### src/rtl/bus_pkg.sv
// Shared bus definitions: op codes, CPU ids, responder
// states and default widths used across the bus slice.
package bus_pkg;

  localparam int DEF_ADDR_W = 3;
  localparam int DEF_DATA_W = 4;

  localparam logic OP_READ      = 1'b0;
  localparam logic OP_WRITEBACK = 1'b1;

  localparam logic CPU1 = 1'b0;
  localparam logic CPU2 = 1'b1;

  typedef enum logic [1:0] {
    IDLE    = 2'b00,
    ACCESS  = 2'b01,
    RESPOND = 2'b10
  } state_t;

endpackage

### src/rtl/mem_array.sv
// Shared word memory: sync write, comb read,
// and each word resets to its own index.
module mem_array
  import bus_pkg::*;
#(
  parameter int ADDR_W = DEF_ADDR_W,
  parameter int DATA_W = DEF_DATA_W
) (
  input  logic              clock,
  input  logic              reset,
  input  logic              we,
  input  logic [ADDR_W-1:0] addr,
  input  logic [DATA_W-1:0] wdata,
  output logic [DATA_W-1:0] rdata
);

  localparam int DEPTH = 1 << ADDR_W;

  logic [DATA_W-1:0] mem [DEPTH];

  // Reset loads index pattern; otherwise write on we.
  always_ff @(posedge clock) begin
    if (reset) begin
      for (int i = 0; i < DEPTH; i++)
        mem[i] <= DATA_W'(i);
    end else if (we) begin
      mem[addr] <= wdata;
    end
  end

  assign rdata = mem[addr];

endmodule

### src/rtl/bus_memory_responder.sv
// Memory end of the snooping bus: one outstanding
// read-miss or write-back, answered after LATENCY cycles.
module bus_memory_responder
  import bus_pkg::*;
#(
  parameter int LATENCY = 2,
  parameter int ADDR_W  = DEF_ADDR_W,
  parameter int DATA_W  = DEF_DATA_W
) (
  input  logic              clock,
  input  logic              reset,
  input  logic              bus_req,
  input  logic              bus_op,
  input  logic              bus_src,
  input  logic [ADDR_W-1:0] bus_addr,
  input  logic [DATA_W-1:0] bus_wdata,
  input  logic              bus_abort,
  output logic              bus_ready,
  output logic              resp_valid,
  output logic [DATA_W-1:0] resp_data,
  output logic              resp_dst,
  input  logic              resp_ack,
  output logic [1:0]        state_out,
  output logic [7:0]        txn_count
);

  localparam logic [3:0] CNT_INIT = 4'(LATENCY - 1);

  state_t            state;
  logic [3:0]        cnt;
  logic              op_q;
  logic              src_q;
  logic [ADDR_W-1:0] addr_q;
  logic [DATA_W-1:0] wdata_q;
  logic [DATA_W-1:0] rdata;
  logic              mem_we;

  // Write-backs commit on the final access cycle;
  // abort does not apply to them.
  assign mem_we = (state == ACCESS) &&
                  (cnt == 4'd0) &&
                  (op_q == OP_WRITEBACK);

  mem_array #(
    .ADDR_W(ADDR_W),
    .DATA_W(DATA_W)
  ) u_mem (
    .clock(clock),
    .reset(reset),
    .we   (mem_we),
    .addr (addr_q),
    .wdata(wdata_q),
    .rdata(rdata)
  );

  assign bus_ready  = (state == IDLE);
  assign resp_valid = (state == RESPOND);
  assign state_out  = state;

  // Transaction FSM with registered response outputs.
  always_ff @(posedge clock) begin
    if (reset) begin
      state     <= IDLE;
      cnt       <= 4'd0;
      op_q      <= OP_READ;
      src_q     <= CPU1;
      addr_q    <= '0;
      wdata_q   <= '0;
      resp_data <= '0;
      resp_dst  <= CPU1;
      txn_count <= 8'd0;
    end else begin
      unique case (state)
        IDLE: begin
          if (bus_req) begin
            op_q    <= bus_op;
            src_q   <= bus_src;
            addr_q  <= bus_addr;
            wdata_q <= bus_wdata;
            cnt     <= CNT_INIT;
            state   <= ACCESS;
          end
        end
        ACCESS: begin
          if (op_q == OP_READ && bus_abort) begin
            state <= IDLE;
          end else if (cnt == 4'd0) begin
            resp_data <= (op_q == OP_WRITEBACK)
                         ? wdata_q : rdata;
            resp_dst  <= src_q;
            state     <= RESPOND;
          end else begin
            cnt <= cnt - 4'd1;
          end
        end
        RESPOND: begin
          if (resp_ack) begin
            state <= IDLE;
            if (txn_count != 8'hFF)
              txn_count <= txn_count + 8'd1;
          end
        end
        default: state <= IDLE;
      endcase
    end
  end

endmodule

### config.mk
export PLATFORM = sky130hd
export DESIGN_NAME = bus_memory_responder
export DESIGN_NICKNAME = d
export VERILOG_FILES = /design/src/rtl/bus_pkg.sv /design/src/rtl/mem_array.sv /design/src/rtl/bus_memory_responder.sv
export SDC_FILE = /design/constraint.sdc
export NUM_CORES = 1
export LEC_CHECK = 0
export ABC_AREA = 1
export ABC_CLOCK_PERIOD_IN_PS = 2100
export CORE_ASPECT_RATIO = 1.1
export CORE_MARGIN = 2
export CORE_UTILIZATION = 56
export DETAILED_ROUTE_END_ITERATION = 10
export GPL_ROUTABILITY_DRIVEN = 0
export PLACE_DENSITY = 0.79
export SLEW_MARGIN = 10
export SYNTH_ARGS = -nofsm -noshare
export SYNTH_HDL_FRONTEND = slang
export SYNTH_SLANG_ARGS = --single-unit
export TNS_END_PERCENT = 50
### constraint.sdc
create_clock -name clock -period 2.1 [get_ports clock]
set_clock_uncertainty 0.15 [all_clocks]
set_input_delay 0.525 -clock clock [delete_from_list [all_inputs] [get_ports clock]]
set_output_delay 0.525 -clock clock [all_outputs]
set_load 0.005 [all_outputs]
==> flow_metrics.env <==
export IMPL_status="finished clean"
export IMPL_clk_pin_slew_worst_paths_ns=0.06
export IMPL_antenna_cells=0
export IMPL_ant_nets=0
export IMPL_hold_buffers=0
export IMPL_ys_types=21
export IMPL_antenna_found_initial=0
export IMPL_worstRegToRegCells=6
export IMPL_cts_max_level=3
export IMPL_rsz0062_at_grt="no"
export IMPL_cp_arrival_ns=1.40
export IMPL_fin_util_pct=70.6
export IMPL_syn_area_per_cell_um2=7.82
export IMPL_syn_inst=363
export IMPL_grt_pass1_wl_um=9810
export IMPL_cts_max_path_buffers=2
export IMPL_fp_coreArea_um2=4930
export IMPL_swShare_pct=26.9
export IMPL_floorplan_initialDensity_pct=57.6
export IMPL_share_comb_of_total_power_pct=12.9
export IMPL_clock_fmax_ghz=0.482
export IMPL_syn_to_final_growth_pct=22.7
export IMPL_ir_drop_v=0.000549
export IMPL_cts_tree="done"
export IMPL_synth_seq_area_share_pct=53.6
export IMPL_vias_per_cell=5.15
export IMPL_wirelength_um=6070
export IMPL_drt_iter0_drc=162
export IMPL_slowest_stage="clkdlybuf4s50_1"
export IMPL_wl_per_cell_um=12.7
export IMPL_power_density_nw_per_um2=714
export IMPL_critPathMaxFanout=6
export IMPL_hold_viol=0
export IMPL_io_pins=31
export IMPL_fill_cells=395
export IMPL_setup_ws_ns=0.0247
export IMPL_layout_common_cells="nand2_1, inv_1, nor2_1, edfxtp_1"
export IMPL_num_rows=27
export IMPL_first_pass_iters=4
export IMPL_startpoint="state_out[0]"
export IMPL_drv_slew=0
export IMPL_worst_pin_slew_ns=0.537
export IMPL_vias=2457
export IMPL_drc=0
export IMPL_r2r_slack_ns=0.19
export IMPL_clkPwrFrac_pct=34.5
export IMPL_hp_class="flop to flop"
export IMPL_worstSetupPathType="flop to output port"
export IMPL_dpl_hpwl_um=4240
export IMPL_synth_fp_nets=379
export IMPL_numCtsBuffers=9
export IMPL_fin_crit_sh_pct=98.8
export IMPL_dp_cells=461
export IMPL_fin_nets=430
export IMPL_internal_power_w=0.00182
export IMPL_numPortBuffers=30
export IMPL_setup_viol=0
export IMPL_grt_max_degree=19
export IMPL_worstSetupEndpointType="output port"
export IMPL_cts_root_buffer="clkbuf_8"
export IMPL_syn_cell_area_um2=2840
export IMPL_placed_area_um2=3320
export IMPL_critical_path_max_stage_delay_ns=0.52
export IMPL_timing_rr_end="u_mem.mem[3][2]"
export IMPL_die_h_um=78.7
export IMPL_pre_cts_ws_ns=-0.209
export IMPL_dieArea_um2=5660
export IMPL_clock_sinks=60
export IMPL_p_leak_nw=1.55
export IMPL_period_needed_ns=2.08
export IMPL_grt_pass1_vias=2313
export IMPL_final_area_um2=3480
export IMPL_overflow=0
export IMPL_cp_endpoint="bus_ready"
export IMPL_rr_startpoint="state_out[0]"
export IMPL_p_seq_share_pct=52.6
export IMPL_multiInputGateArea_um2=1060
export IMPL_fin_cells=477
export IMPL_post_cts_buffers=0
export IMPL_final_common_cell="nand2_1"
export IMPL_yosys_warnings=0
export IMPL_worstPathCellList="nor2_2 -> clkdlybuf4s50_1"
export IMPL_gr_usage_all_layers_pct=23.2
export IMPL_required_ns=1.42
export IMPL_layout_drive_gt1_share_pct=9.07
export IMPL_start_kind="flop"
export IMPL_cap_viol_max_count=0
export IMPL_ff_latch_area_um2=1520
export IMPL_p_switching_w=0.000668
export IMPL_slew_headroom_pct=64.0
export IMPL_insertion_delay_ns=0.35
export IMPL_ys_ff_latch=60
export IMPL_die_w_um=71.9
cell families after synthesis:
| logic type | Yosys count | share of synthesized area, % |
|---|---|---|
| buf+inv | 69 | 9.30 |
| xor+xnor | 3 | 0.926 |
| fa+ha+maj | 2 | 0.881 |
| compound gates | 46 | 8.33 |
| simple gates | 183 | 27.0 |
| flops | 60 | 53.6 |
synth_stat cells, drive strengths merged:
cell type  instances  area, um2
nand2            110        420
inv               58        218
nor2              43        176
edfxtp            32        961
a21oi             29        145
dfxtp             28        561
nand3             24        120
o21ai             16       80.1
nor3               5       41.3
buf                4       20.0
clkinv             4       15.0
clkbuf             3       11.3
xor2               3       26.3
ha                 2       25.0
a21boi             1       11.3
nand3b             1       7.51
flip-flops by register name, indices dropped and copies added, names as in the netlist:
register,cells
addr_q,3
txn_count,8
state_out,2
wdata_q,4
op_q,1
resp_data,4
u_mem.mem,32
src_q,1
resp_dst,1
cnt,4
worst min path at each step:
stage	end	cells past startpoint	start
3_5_place_dp	resp_data[3]	2	resp_data[3]
4_1_cts	resp_data[3]	2	resp_data[3]
5_1_grt	resp_data[2]	2	resp_data[2]
2_1_floorplan	cnt[0]	1	cnt[0]
6_report	resp_data[1]	2	resp_data[1]
3_3_place_gp	resp_data[0]	2	resp_data[0]
layer usage:
metal  part of all wire (%)  track usage [%]  vias to the layer above
met5                      0                0                        -
met4                    3.3             14.9                        0
met3                    5.3             5.78                       23
met2                     51             39.4                       78
met1                     40             25.4                     1102
li1                       -                -                     1254
timing repair:
| action | in CTS | in global routing |
|---|---|---|
| pin swaps | 0 | 2 |
| setup endpoints to repair | 2 | 2 |
| hold endpoints to repair | 0 | 0 |
| gates resized for setup | 2 | 2 |
stage by stage:
stage / TNS, ns / hold WS, ns / total power [W]
detailed placement: -6.63 / 0.317 / 0.00165
global route: 0 / 0.348 / 0.00258
floorplan: 0 / 0.294 / 0.00152
finish: 0 / 0.325 / 0.00249
global placement: -4.01 / 0.304 / 0.00164
CTS: -0.0409 / 0.333 / 0.00249
power groups by stage:
stage	Sequential, W	Combinational [W]	Clock (W)
after floorplan	0.00132	0.000199	0
after global placement	0.00133	0.000312	0
after detailed placement	0.00133	0.000321	0
after CTS	0.00131	0.000322	0.000860
after global routing	0.00131	0.000361	0.000902
final	0.00131	0.000322	0.000858
layout make-up:
class / instances / share of cell area (%)
sequential: 60 / 43.7
multi-input combinational: 234 / 30.4
timing repair buffer: 47 / 12.7
inverter: 62 / 6.68
clock buffer: 13 / 3.99
tap: 58 / 2.08
clock inverter: 3 / 0.395
critical path: cells and delay by family, from the launching register on:
family / cells / cell delay (ns)
flops: 1 / 0.38
buf+inv: 1 / 0.52
simple gates: 1 / 0.15
Note: power is estimated with default switching activity, not from simulation.
